==> src/rtl/piezo_burst_ctrl_if.sv <==
// Host-side register bus for piezo_burst_ctrl: decoded SPI writes in, result and status out.
interface piezo_burst_ctrl_if #(
  parameter int CNT_W = 16
);
  logic             iWR_STB;
  logic [7:0]       iCMD;
  logic [7:0]       iDATA;
  logic [CNT_W-1:0] oTOF;
  logic [7:0]       oSTATUS;
  logic             oBUSY;
  logic             oDONE;

  modport master (
    output iWR_STB, iCMD, iDATA,
    input  oTOF, oSTATUS, oBUSY, oDONE
  );

  modport slave (
    input  iWR_STB, iCMD, iDATA,
    output oTOF, oSTATUS, oBUSY, oDONE
  );
endinterface

==> src/rtl/piezo_burst_ctrl.sv <==
// Piezo node sequencer: programmable TX burst, receiver blanking, then first-arrival timestamping.
//
// state  | meaning
// IDLE   | waiting for start; TX driver off
// TX     | square-wave burst, driver enabled
// BLANK  | driver off, ignore ringing for BLANK cycles
// LISTEN | waiting for synchronized RX rising edge or timeout
// DONE   | one-cycle completion pulse
module piezo_burst_ctrl #(
  parameter int CNT_W = 16
) (
  input  logic              iCLK,
  input  logic              iRESETn,
  piezo_burst_ctrl_if.slave bus,
  input  logic              iPIEZO_RX,
  output logic              oPIEZO_TX,
  output logic              oPIEZO_EN
);

  typedef enum logic [2:0] {IDLE, TX, BLANK, LISTEN, DONE} state_t;

  state_t           state, stateNext;
  logic [7:0]       halfCfg, pulsesCfg, blankLoCfg, blankHiCfg, toutHiCfg;
  logic [7:0]       halfW, pulsesW, halfCnt;
  logic [8:0]       halfIdx;
  logic [15:0]      blankCnt;
  logic [CNT_W-1:0] toutW, cnt, tof;
  logic             txLevel;
  logic             rxMeta, rxSync, rxPrev, rxEdge;
  logic             hit, tout, aborted, overrun, paramErr;
  logic             busy, done;

  logic       grpHit, wrCtrl, startReq, abortReq, clearReq;
  logic       idle, paramOk, startAcc, abortNow;
  logic       halfTick, lastHalf, timeoutHit, cntSat;
  logic [2:0] sub;
  logic       unusedCmd;

  assign unusedCmd  = bus.iCMD[7];
  assign sub        = bus.iCMD[2:0];
  assign grpHit     = bus.iWR_STB && (bus.iCMD[6:3] == 4'b0001);
  assign wrCtrl     = grpHit && (sub == 3'd5);
  // abort in the same write suppresses start entirely
  assign startReq   = wrCtrl && bus.iDATA[0] && !bus.iDATA[1];
  assign abortReq   = wrCtrl && bus.iDATA[1];
  assign clearReq   = wrCtrl && bus.iDATA[2];
  assign idle       = (state == IDLE);
  assign paramOk    = (halfCfg != 8'd0) && (pulsesCfg != 8'd0);
  assign startAcc   = startReq && idle && paramOk;
  assign abortNow   = abortReq && !idle;
  assign halfTick   = (halfCnt == halfW - 8'd1);
  assign lastHalf   = (halfIdx == {pulsesW, 1'b0} - 9'd1);
  assign timeoutHit = (cnt >= toutW);
  assign cntSat     = &cnt;

  always_ff @(posedge iCLK or negedge iRESETn) begin
    if (!iRESETn) begin
      halfCfg    <= 8'd4;
      pulsesCfg  <= 8'd8;
      blankLoCfg <= 8'd0;
      blankHiCfg <= 8'd0;
      toutHiCfg  <= 8'hFF;
    end else if (grpHit) begin
      case (sub)
        3'd0:    halfCfg    <= bus.iDATA;
        3'd1:    pulsesCfg  <= bus.iDATA;
        3'd2:    blankLoCfg <= bus.iDATA;
        3'd3:    blankHiCfg <= bus.iDATA;
        3'd4:    toutHiCfg  <= bus.iDATA;
        default: ;
      endcase
    end
  end

  always_ff @(posedge iCLK or negedge iRESETn) begin
    if (!iRESETn) state <= IDLE;
    else          state <= stateNext;
  end

  always_comb begin
    stateNext = state;
    oPIEZO_TX = 1'b0;
    oPIEZO_EN = 1'b0;
    busy      = (state != IDLE);
    done      = 1'b0;
    case (state)
      IDLE:   if (startAcc) stateNext = TX;
      TX: begin
        oPIEZO_EN = 1'b1;
        oPIEZO_TX = txLevel;
        if (halfTick && lastHalf) stateNext = BLANK;
      end
      BLANK:  if (blankCnt <= 16'd1) stateNext = LISTEN;
      LISTEN: if (rxEdge || timeoutHit) stateNext = DONE;
      DONE: begin
        done      = 1'b1;
        stateNext = IDLE;
      end
      default: stateNext = IDLE;
    endcase
    if (abortNow) stateNext = IDLE;
  end

  // 2-flop synchronizer plus registered edge: a rise first seen in cycle k reaches LISTEN at k+3
  always_ff @(posedge iCLK or negedge iRESETn) begin
    if (!iRESETn) begin
      rxMeta <= 1'b0;
      rxSync <= 1'b0;
      rxPrev <= 1'b0;
      rxEdge <= 1'b0;
    end else begin
      rxMeta <= iPIEZO_RX;
      rxSync <= rxMeta;
      rxPrev <= rxSync;
      rxEdge <= rxSync && !rxPrev;
    end
  end

  always_ff @(posedge iCLK or negedge iRESETn) begin
    if (!iRESETn) begin
      halfW    <= '0;
      pulsesW  <= '0;
      toutW    <= '0;
      halfCnt  <= '0;
      halfIdx  <= '0;
      blankCnt <= '0;
      txLevel  <= 1'b0;
      cnt      <= '0;
      tof      <= '0;
    end else begin
      if (startAcc) begin
        halfW    <= halfCfg;
        pulsesW  <= pulsesCfg;
        toutW    <= CNT_W'({toutHiCfg, 8'hFF});
        blankCnt <= {blankHiCfg, blankLoCfg};
        halfCnt  <= '0;
        halfIdx  <= '0;
        txLevel  <= 1'b1;
        cnt      <= '0;
      end else begin
        if (state == TX) begin
          if (halfTick) begin
            halfCnt <= '0;
            halfIdx <= halfIdx + 9'd1;
            txLevel <= !txLevel;
          end else begin
            halfCnt <= halfCnt + 8'd1;
          end
        end
        if (state == BLANK && blankCnt != 16'd0) blankCnt <= blankCnt - 16'd1;
        if ((state == TX || state == BLANK || state == LISTEN) && !cntSat) cnt <= cnt + CNT_W'(1);
      end
      if (state == LISTEN && !abortNow) begin
        if (rxEdge)          tof <= cnt;
        else if (timeoutHit) tof <= '1;
      end
    end
  end

  // later assignments win: clear, then start, then this cycle's events
  always_ff @(posedge iCLK or negedge iRESETn) begin
    if (!iRESETn) begin
      hit      <= 1'b0;
      tout     <= 1'b0;
      aborted  <= 1'b0;
      overrun  <= 1'b0;
      paramErr <= 1'b0;
    end else begin
      if (clearReq) begin
        hit      <= 1'b0;
        tout     <= 1'b0;
        aborted  <= 1'b0;
        overrun  <= 1'b0;
        paramErr <= 1'b0;
      end
      if (startAcc) begin
        hit     <= 1'b0;
        tout    <= 1'b0;
        aborted <= 1'b0;
      end
      if (state == LISTEN && !abortNow) begin
        if (rxEdge)          hit  <= 1'b1;
        else if (timeoutHit) tout <= 1'b1;
      end
      if (abortNow) aborted <= 1'b1;
      if (startReq && !idle) overrun <= 1'b1;
      if (startReq && idle && !paramOk) paramErr <= 1'b1;
    end
  end

  assign bus.oTOF    = tof;
  assign bus.oSTATUS = {2'b00, paramErr, overrun, aborted, tout, hit, busy};
  assign bus.oBUSY   = busy;
  assign bus.oDONE   = done;

endmodule
==> src/flat_wrapper.sv <==
// flat-port wrapper written by rule: the top's interface ports become plain ports
module piezo_burst_ctrl_flat 
#(
  parameter int CNT_W = 16
)
  (iCLK, iRESETn, iPIEZO_RX, oPIEZO_TX, oPIEZO_EN, bus_iWR_STB, bus_iCMD, bus_iDATA, bus_oTOF, bus_oSTATUS, bus_oBUSY, bus_oDONE);
  piezo_burst_ctrl_if #(.CNT_W(CNT_W)) bus_i ();
  input  logic iCLK;
  input  logic iRESETn;
  input  logic iPIEZO_RX;
  output logic oPIEZO_TX;
  output logic oPIEZO_EN;
  input wire logic [$bits(bus_i.iWR_STB)-1:0] bus_iWR_STB;
  input wire logic [$bits(bus_i.iCMD)-1:0] bus_iCMD;
  input wire logic [$bits(bus_i.iDATA)-1:0] bus_iDATA;
  output wire logic [$bits(bus_i.oTOF)-1:0] bus_oTOF;
  output wire logic [$bits(bus_i.oSTATUS)-1:0] bus_oSTATUS;
  output wire logic [$bits(bus_i.oBUSY)-1:0] bus_oBUSY;
  output wire logic [$bits(bus_i.oDONE)-1:0] bus_oDONE;
  assign bus_i.iWR_STB = bus_iWR_STB;
  assign bus_i.iCMD = bus_iCMD;
  assign bus_i.iDATA = bus_iDATA;
  assign bus_oTOF = bus_i.oTOF;
  assign bus_oSTATUS = bus_i.oSTATUS;
  assign bus_oBUSY = bus_i.oBUSY;
  assign bus_oDONE = bus_i.oDONE;
  piezo_burst_ctrl #(.CNT_W(CNT_W)) u_core (.iCLK(iCLK), .iRESETn(iRESETn), .bus(bus_i), .iPIEZO_RX(iPIEZO_RX), .oPIEZO_TX(oPIEZO_TX), .oPIEZO_EN(oPIEZO_EN));
endmodule
==> config.mk <==
export PLATFORM = sky130hd
export DESIGN_NAME = piezo_burst_ctrl_flat
export DESIGN_NICKNAME = d
export VERILOG_FILES = /design/src/rtl/piezo_burst_ctrl_if.sv /design/src/rtl/piezo_burst_ctrl.sv /design/src/flat_wrapper.sv
export SDC_FILE = /design/constraint.sdc
export NUM_CORES = 1
export LEC_CHECK = 0
export ABC_AREA = 1
export ABC_CLOCK_PERIOD_IN_PS = 2600
export BUFFER_PORTS_ARGS = -buffer_cell sky130_fd_sc_hd__buf_2
export CAP_MARGIN = 20
export CELL_PAD_IN_SITES_DETAIL_PLACEMENT = 2
export CELL_PAD_IN_SITES_GLOBAL_PLACEMENT = 2
export CORE_ASPECT_RATIO = 1.4
export CORE_MARGIN = 2
export CORE_UTILIZATION = 37
export CTS_CLUSTER_SIZE = 28
export DETAILED_ROUTE_END_ITERATION = 12
export HOLD_SLACK_MARGIN = 0.12
export PLACE_DENSITY_LB_ADDON = 0.1
export SETUP_SLACK_MARGIN = 0.05
export SYNTH_ARGS = -nofsm -noshare
export SYNTH_HDL_FRONTEND = slang
export SYNTH_SLANG_ARGS = --single-unit
==> constraint.sdc <==
create_clock -name iCLK -period 2.6 [get_ports iCLK]
set_clock_uncertainty 0.1 [all_clocks]
set_input_delay 0.26 -clock iCLK [delete_from_list [all_inputs] [get_ports iCLK]]
set_output_delay 0.26 -clock iCLK [all_outputs]
set_load 0.05 [all_outputs]
# After elaboration in Yosys (flattened, before gate mapping)
# Cells that the tools add are included.
# word_totals
regBits	150
inputBits	20
out_inout_bits	28
# classes
n_addsub	6
magnitude_cmp	2
n_eq_ne	16
mux	38
reduce_logical	50
# op_table
cell	count
$mux 16	6
$mux 9	3
$mux 8	3
$mux 1	20
$logic_and 1x1->1	17
$add 16x1->16 const B	1
$ge 16x16->1	1
$le 16x1->1 const B	1
$reduce_and 16->1	1
$reduce_bool 16->1	1
$reduce_bool 8->1	2
$sub 16x1->16 const B	1
$mux 3	5
$reduce_and 2->1	7
$reduce_bool 2->1	7
$eq 3x2->1 const B	4
$pmux 3 s4	1
$add 9x1->9 const B	1
$eq 3x3->1 const B	3
$eq 9x9->1	1
$ne 3x1->1 const B	3
$sub 9x1->9 const B	1
$add 8x1->8 const B	1
$eq 8x8->1	1
9 further kinds	20

# Longest topological paths before layout
# Gate-level depths: netlist (run 1).
# depth
depth_word	11
depth_mapped	14
ltp_nobuf	14

# Worst setup path before layout (run 1)
# No wires, ideal clock.
# synth_path
kind	register to register
startpoint	register u_core.state[0]
endpoint	register u_core.blankCnt[9]
setup_time_ns	0.130
arrival_ns	1.765
path_slack_ns	0.605
stages_incl_launch_ff	10
cell_sequence	dfrtp_1 > nor2_1 > nand2_1 > inv_2 > nand4_2 > nor2_4 > inv_2 > buf_2 > o211ai_1 > nand3_1
# synth_between
elab_chain_len	4
# synth_rtl
item	line_no	rtl
start, declared	piezo_burst_ctrl.sv:22	state_t state, stateNext;
start signal, assigned	piezo_burst_ctrl.sv:77	else state <= stateNext;
$logic_not 3->1	piezo_burst_ctrl.sv:47	assign idle = (state == IDLE);
$logic_and 1x1->1 (2 in series)	piezo_burst_ctrl.sv:49	assign startAcc = startReq && idle && paramOk;
$mux 16 / $reduce_bool 2->1 (equally long branches)	n/a	
end signal, assigned	piezo_burst_ctrl.sv:135	blankCnt <= {blankHiCfg, blankLoCfg};
end signal, assigned	piezo_burst_ctrl.sv:150	if (state == BLANK && blankCnt != 16'd0) blankCnt <= blankCnt - 16'd1;
end, declared	piezo_burst_ctrl.sv:26	logic [15:0] blankCnt;
# Parallel ways exist; a longest one is shown, timed or not.
# A chain may end at the register's enable or synchronous reset.

# Worst setup path after layout (run 1)
# layout_path
startpoint	register u_core.blankCnt[0]
endpoint	register u_core.blankCnt[8]
# layout_between
elab_chain_len	3
# layout_rtl
item	line_no
$sub 16x1->16 / $reduce_bool 16->1 (equally long branches)	piezo_burst_ctrl.sv:150
$mux 16 / $logic_and 1x1->1 (equally long branches)	piezo_burst_ctrl.sv:150
$mux 16 / $reduce_bool 2->1 (equally long branches)	n/a
# Parallel ways exist; a longest one is shown, timed or not. The select of a mux whose other input is x is not followed.

==> out/results.ini, run 1 <==
[cells_and_area]
nNetsFinal = 1031
drive_gt1_frac = 0.146
antenna_cells = 0
area_delta_synth_final_pct = 16.2
fill_cells = 2283
fin_util = 0.439
multi_input_area_um2 = 3400
ff_latch_area_um2 = 3590

[synthesis]
yosysWarnings = 0
synth_edf_count = 0
synth_seq_area_share = 0.477
synthArstFlopShare = 1.00
avgSynthCellArea_um2 = 8.09
ys_seq_elements = 143
ys_types = 43
syn-cell-area_um2 = 7530
netlist_instances = 931
synth-main-ff-cell = dfrtp_1

[drt]
num_vias = 6599
top_layer_used = met4
vias_per_cell = 5.27
met2_length_um = 13600
routed_wl_um = 24100
wl_met3_um = 458
wl_met1_um = 9560
final_antenna_net_count = 0
dr.pass1.iters = 4
drc = 0
initialDrtViolationCount = 266
routedWlPerCell_um = 19.3

[worst_setup_path]
cp.arrival_ns = 2.57
start_kind = flop
required_ns = 2.82
worst_setup_path_end_kind = flop
cp_num_buf_inv = 2
slowest_stage = dfrtp_1
crit_family = simple AND/OR/NAND/NOR gates
path_cells = inv_1 > ha_1 > nand2_1 > nor2_1 > nand2_1 > nand2_1 > inv_1 > nand3_1 > xor2_1 > o21ai_0
crit_path_max_incr_delay_ns = 0.40
path_class = reg2reg
crit_path_frequent_cell = nand2_1
crit_fanout = 11

[power_and_ir_drop]
p_switching_mw = 1.34
power.density_nw_per_um2 = 616
leakagePower_nw = 4.25
p_seq_frac = 0.444
internal-power_mw = 4.05
p_sw_frac = 0.248
power.share.combinational = 0.061
p_total_mw = 5.39
pwr-share-clk = 0.494
max-vdd-ir-drop_uv = 453

[grt]
grt_pass1_wl_um = 40000
grt_pass1_vias = 7610
overflow = 0
gr-usage-all-layers = 0.234
grt_max_degree = 56
antenna_found_initial = 0

[hold_path]
hp-class = in2reg

[die]
rows = 61
die-area_um2 = 21500
pin_count = 48
start_util = 0.378
coreArea_um2 = 19900
chipWidth_um = 125
die_h_um = 173

[cts]
cts_tree = done
root_buffer = clkbuf_16
cts.repair_timing.setup_buffer_count = 0
path_clk_slew_ns = 0.07
numCtsBuffers = 17
clkLatencyLatePin_ns = 0.43
cts_max_level = 4
cts_sinks = 143
cts_buffer_depth = 2

[timing]
fin_crit_sh = 0.904
max-slew-margin-rel = 0.587
finalSetupTns_ns = 0
report.final.slew_viol_count = 0
hold_viol = 0
rsz0062_at_grt = false
finalSetupViolations = 0
fin_crit_ns = 2.35
hold_slack_ns = 0.131
layout_setup_ws_ns = 0.250
max_freq_ghz = 0.426
max_slew.worst_pin.slew_ns = 0.618

[placement]
dp_hpwl_um = 17200
pre_cts_ws_ns = 0.211
port_buffers = 44
gp_congestion = 0.844

[flow_run]
max-cap-violations = 0

[outcome]
status = finished clean

sequential cells by signal, summed over array words and instances (netlist names), 3 cells and up:
register	flops
u_core.halfIdx	9
u_core.blankHiCfg	8
u_core.pulsesCfg	8
u_core.pulsesW	8
u_core.bus.oTOF	16
u_core.cnt	16
u_core.blankLoCfg	8
u_core.halfCnt	8
u_core.halfW	8
u_core.halfCfg	8
u_core.state	3
u_core.toutW	9
u_core.toutHiCfg	8
u_core.blankCnt	16
stage by stage:
stage	area (µm²)	std cells
floorplan	7530	932
global placement	8060	1216
detailed placement	8060	1216
CTS	8730	1253
global route	8750	1253
finish	8750	1253
final cells by class:
type	instances	share of cell area
well taps	252	0.0360
repair buffers	68	0.0508
clock inverters	14	0.0217
flip-flops and latches	143	0.411
clock buffers	18	0.0502
inverters	98	0.0421
multi-input cells	660	0.389
kinds of logic (layout without fill, tap and decap cells):
| group | after synthesis | count (layout) | share of synthesized area |
|---|---|---|---|
| simple gates | 438 | 438 | 0.252 |
| compound gates | 162 | 162 | 0.118 |
| flops | 143 | 143 | 0.477 |
| buf+inv | 129 | 198 | 0.0735 |
| xor+xnor | 35 | 35 | 0.0407 |
| fa+ha+maj | 23 | 23 | 0.0382 |
| other cells | 1 | 2 | 0.000498 |
per-layer routing:
| metal | global-route usage | vias up |
|---|---|---|
| met3 | 0.0350 | 40 |
| li1 | - | 3124 |
| met5 | 0 | - |
| met2 | 0.449 | 90 |
| met1 | 0.258 | 3345 |
| met4 | 0.0819 | 0 |
placed cells by master (no fill, tap or decap), types with 5 or more instances in the layout:
cell | synthesis | layout
nand2_1 | 229 | 229
dfrtp_1 | 133 | 133
nor2_1 | 96 | 95
inv_1 | 90 | 90
o21ai_0 | 87 | 87
nand3_1 | 51 | 51
buf_2 | 10 | 43
a21oi_1 | 42 | 42
xor2_1 | 27 | 27
ha_1 | 23 | 22
nor3_1 | 19 | 19
clkbuf_16 | 0 | 17
buf_4 | 11 | 17
nand4_1 | 13 | 13
dfstp_2 | 10 | 10
xnor2_1 | 8 | 8
inv_2 | 8 | 8
o211ai_1 | 8 | 8
nand2_2 | 7 | 7
nor2_2 | 5 | 6
o21ai_1 | 6 | 6
clkinvlp_4 | 0 | 5
dlygate4sd3_1 | 0 | 5
cell usage after synthesis, types with 10 or more instances:
cell type / count / share of area
a21oi_1: 42 / 0.028
xor2_1: 27 / 0.031
ha_1: 23 / 0.038
nand3_1: 51 / 0.034
buf_4: 11 / 0.011
buf_2: 10 / 0.0066
nor2_1: 96 / 0.048
inv_1: 90 / 0.045
nand2_1: 229 / 0.11
o21ai_0: 87 / 0.058
nand4_1: 13 / 0.011
dfstp_2: 10 / 0.035
dfrtp_1: 133 / 0.44
nor3_1: 19 / 0.013
path summary, 6_finish.rpt:
kind	slack [ns]	cells past startpoint	endpoint	from
worst min-delay path	0.13	3	u_core.blankLoCfg[5]	bus_iDATA[5]
min in group asynchronous	0.20	2	u_core.bus.oTOF[3]	iRESETn
worst min register to register	0.25	0	u_core.rxSync	u_core.rxMeta
worst max-delay path	0.25	10	u_core.blankCnt[8]	u_core.blankCnt[0]
max in group asynchronous	1.44	3	u_core.blankLoCfg[6]	iRESETn
worst max register to register	0.25	10	u_core.blankCnt[8]	u_core.blankCnt[0]
what timing repair did:
item	in CTS	in global routing
resized for setup	0	3
endpoints found under the hold margin	112	0
hold buffers	5	0
endpoints found under the setup margin	0	15
tightest hold or removal path, stage by stage:
cell,delay [ns]
buf_2,0.07
inv_1,0.11
o21ai_0,0.18
power by group through the flow:
stage	Combinational [mW]	Clock, mW	Sequential (mW)
global route	0.380	2.80	2.41
CTS	0.341	2.70	2.40
floorplan	0.185	0	2.41
detailed placement	0.325	0	2.43
global placement	0.302	0	2.43
finish	0.330	2.66	2.40
Note: power is estimated with default switching activity, not from simulation.
==> run 2, diff against run 1 <==
CTS_BUF_LIST = sky130_fd_sc_hd__clkbuf_16   (was unset)
==> out/results.ini, run 2 (synthesis gave the netlist of run 1 again) <==
[worst_setup_path]
cp.arrival_ns = 2.57
path_class = reg2reg
crit_family = simple AND/OR/NAND/NOR gates
crit_fanout = 32
reg2reg_from = u_core.cnt[14]
start_kind = flop
path_cells = ha_1 > nand2_1 > nor4_2 > nand2_1 > nand3_1 > nand2_1 > nand2_2 > buf_12 > nor2_1 > a21oi_1
required_ns = 2.85
crit_path_max_incr_delay_ns = 0.45
cp_num_buf_inv = 1
crit_path_frequent_cell = nand2_1
crit_start = u_core.cnt[14]
slowest_stage = dfrtp_1
worst_setup_path_end_kind = flop

[cts]
cts_max_level = 4
cts.repair_timing.setup_buffer_count = 0
cts_buffer_depth = 2
cts_tree = done
path_clk_slew_ns = 0.07
numCtsBuffers = 17
clkLatencyLatePin_ns = 0.42
cts_sinks = 143
root_buffer = clkbuf_16

[cells_and_area]
ff_latch_area_um2 = 3590
fill_cells = 2283
stdcell_area_um2 = 8740
drive_gt1_frac = 0.145
multi_input_area_um2 = 3400
layout_common_cells = 229 x nand2_1, 133 x dfrtp_1, 95 x nor2_1
nNetsFinal = 1031
area_delta_synth_final_pct = 16.1
antenna_cells = 0
final_common_cell = nand2_1

[timing]
fin_crit_sh = 0.895
max_freq_ghz = 0.430
hold_viol = 0
finalSetupTns_ns = 0
max_slew.worst_pin.slew_ns = 0.617
hold_slack_ns = 0.137
report.final.slew_viol_count = 0
layout_setup_ws_ns = 0.273
rsz0062_at_grt = false
finalSetupViolations = 0
fin_crit_ns = 2.33
max-slew-margin-rel = 0.587

[power_and_ir_drop]
p_sw_frac = 0.247
p_seq_frac = 0.449
max-vdd-ir-drop_uv = 449
power.density_nw_per_um2 = 611
p_total_mw = 5.34
leakagePower_nw = 4.24
internal-power_mw = 4.02
pwr-share-clk = 0.490
power.share.combinational = 0.062
p_switching_mw = 1.32

[die]
rows = 61
pin_count = 48
coreArea_um2 = 19900
die-area_um2 = 21500
start_util = 0.378
chipWidth_um = 125
die_h_um = 173

[grt]
grt_pass1_wl_um = 39800
overflow = 0
grt_max_degree = 56
antenna_found_initial = 0
grt_pass1_vias = 7589
gr-usage-all-layers = 0.231

[outcome]
status = finished clean

[hold_path]
hp-class = in2reg
hold_start = bus_iDATA[5]

[placement]
placed_cell_area_um2 = 8060
pre_cts_ws_ns = 0.211
dp_hpwl_um = 17200
port_buffers = 44
gp_congestion = 0.844

[drt]
num_vias = 6585
initialDrtViolationCount = 244
final_antenna_net_count = 0
dr.pass1.iters = 7
routed_wl_um = 23900
routedWlPerCell_um = 19.0
vias_per_cell = 5.26
drc = 0

[flow_run]
max-cap-violations = 0

run 2: area by class of cell:
cell class | count | area share
Clock buffer | 17 | 0.0487
Clock inverter | 15 | 0.0222
Inverter | 98 | 0.0421
Multi-Input combinational cell | 660 | 0.389
Sequential cell | 143 | 0.411
Tap cell | 252 | 0.0361
Timing Repair Buffer | 68 | 0.0508
run 2: final timing paths:
path                       cells after the start                    to  slack (ns)
min in group asynchronous                      2    u_core.bus.oTOF[3]        0.20
setup reg to reg                              10   u_core.bus.oTOF[10]        0.27
hold reg to reg                                0         u_core.rxSync        0.25
setup / recovery                              10   u_core.bus.oTOF[10]        0.27
hold / removal                                 3  u_core.blankLoCfg[5]        0.14
max in group asynchronous                      3    u_core.blankCnt[8]        1.43
run 2: power by group through the flow:
| stage | sequential (mW) | clock, mW | combinational, mW |
|---|---|---|---|
| after CTS | 2.40 | 2.67 | 0.340 |
| after detailed placement | 2.43 | 0 | 0.325 |
| after floorplan | 2.41 | 0 | 0.185 |
| final | 2.39 | 2.61 | 0.330 |
| after global routing | 2.41 | 2.76 | 0.379 |
| after global placement | 2.43 | 0 | 0.302 |
run 2: per-stage QoR:
| stage | instances | utilization |
|---|---|---|
| after CTS | 1253 | 0.438 |
| after floorplan | 932 | - |
| after detailed placement | 1216 | 0.404 |
| after global routing | 1253 | 0.439 |
| after global placement | 1216 | 0.404 |
| final | 1253 | 0.439 |
run 2: repair_timing:
item | CTS | global route
endpoints found under the setup margin | 0 | 15
hold buffers | 5 | 0
gates resized for setup | 0 | 3
hold endpoints to repair | 126 | 0
run 2: per-layer routing:
layer	global-route usage	vias to the layer above	wire [µm]
met5	0	-	0
met4	0.0791	0	568
met3	0.0343	38	419
met2	0.445	73	13400
met1	0.257	3352	9470
li1	-	3122	-
run 2: worst register-to-register path: cells and delay by family, from the launching register on:
kind | cells | cell delay, ns
flops | 1 | 0.45
simple gates | 7 | 1.07
fa+ha+maj | 1 | 0.32
compound gates | 1 | 0.14
buf+inv | 1 | 0.18
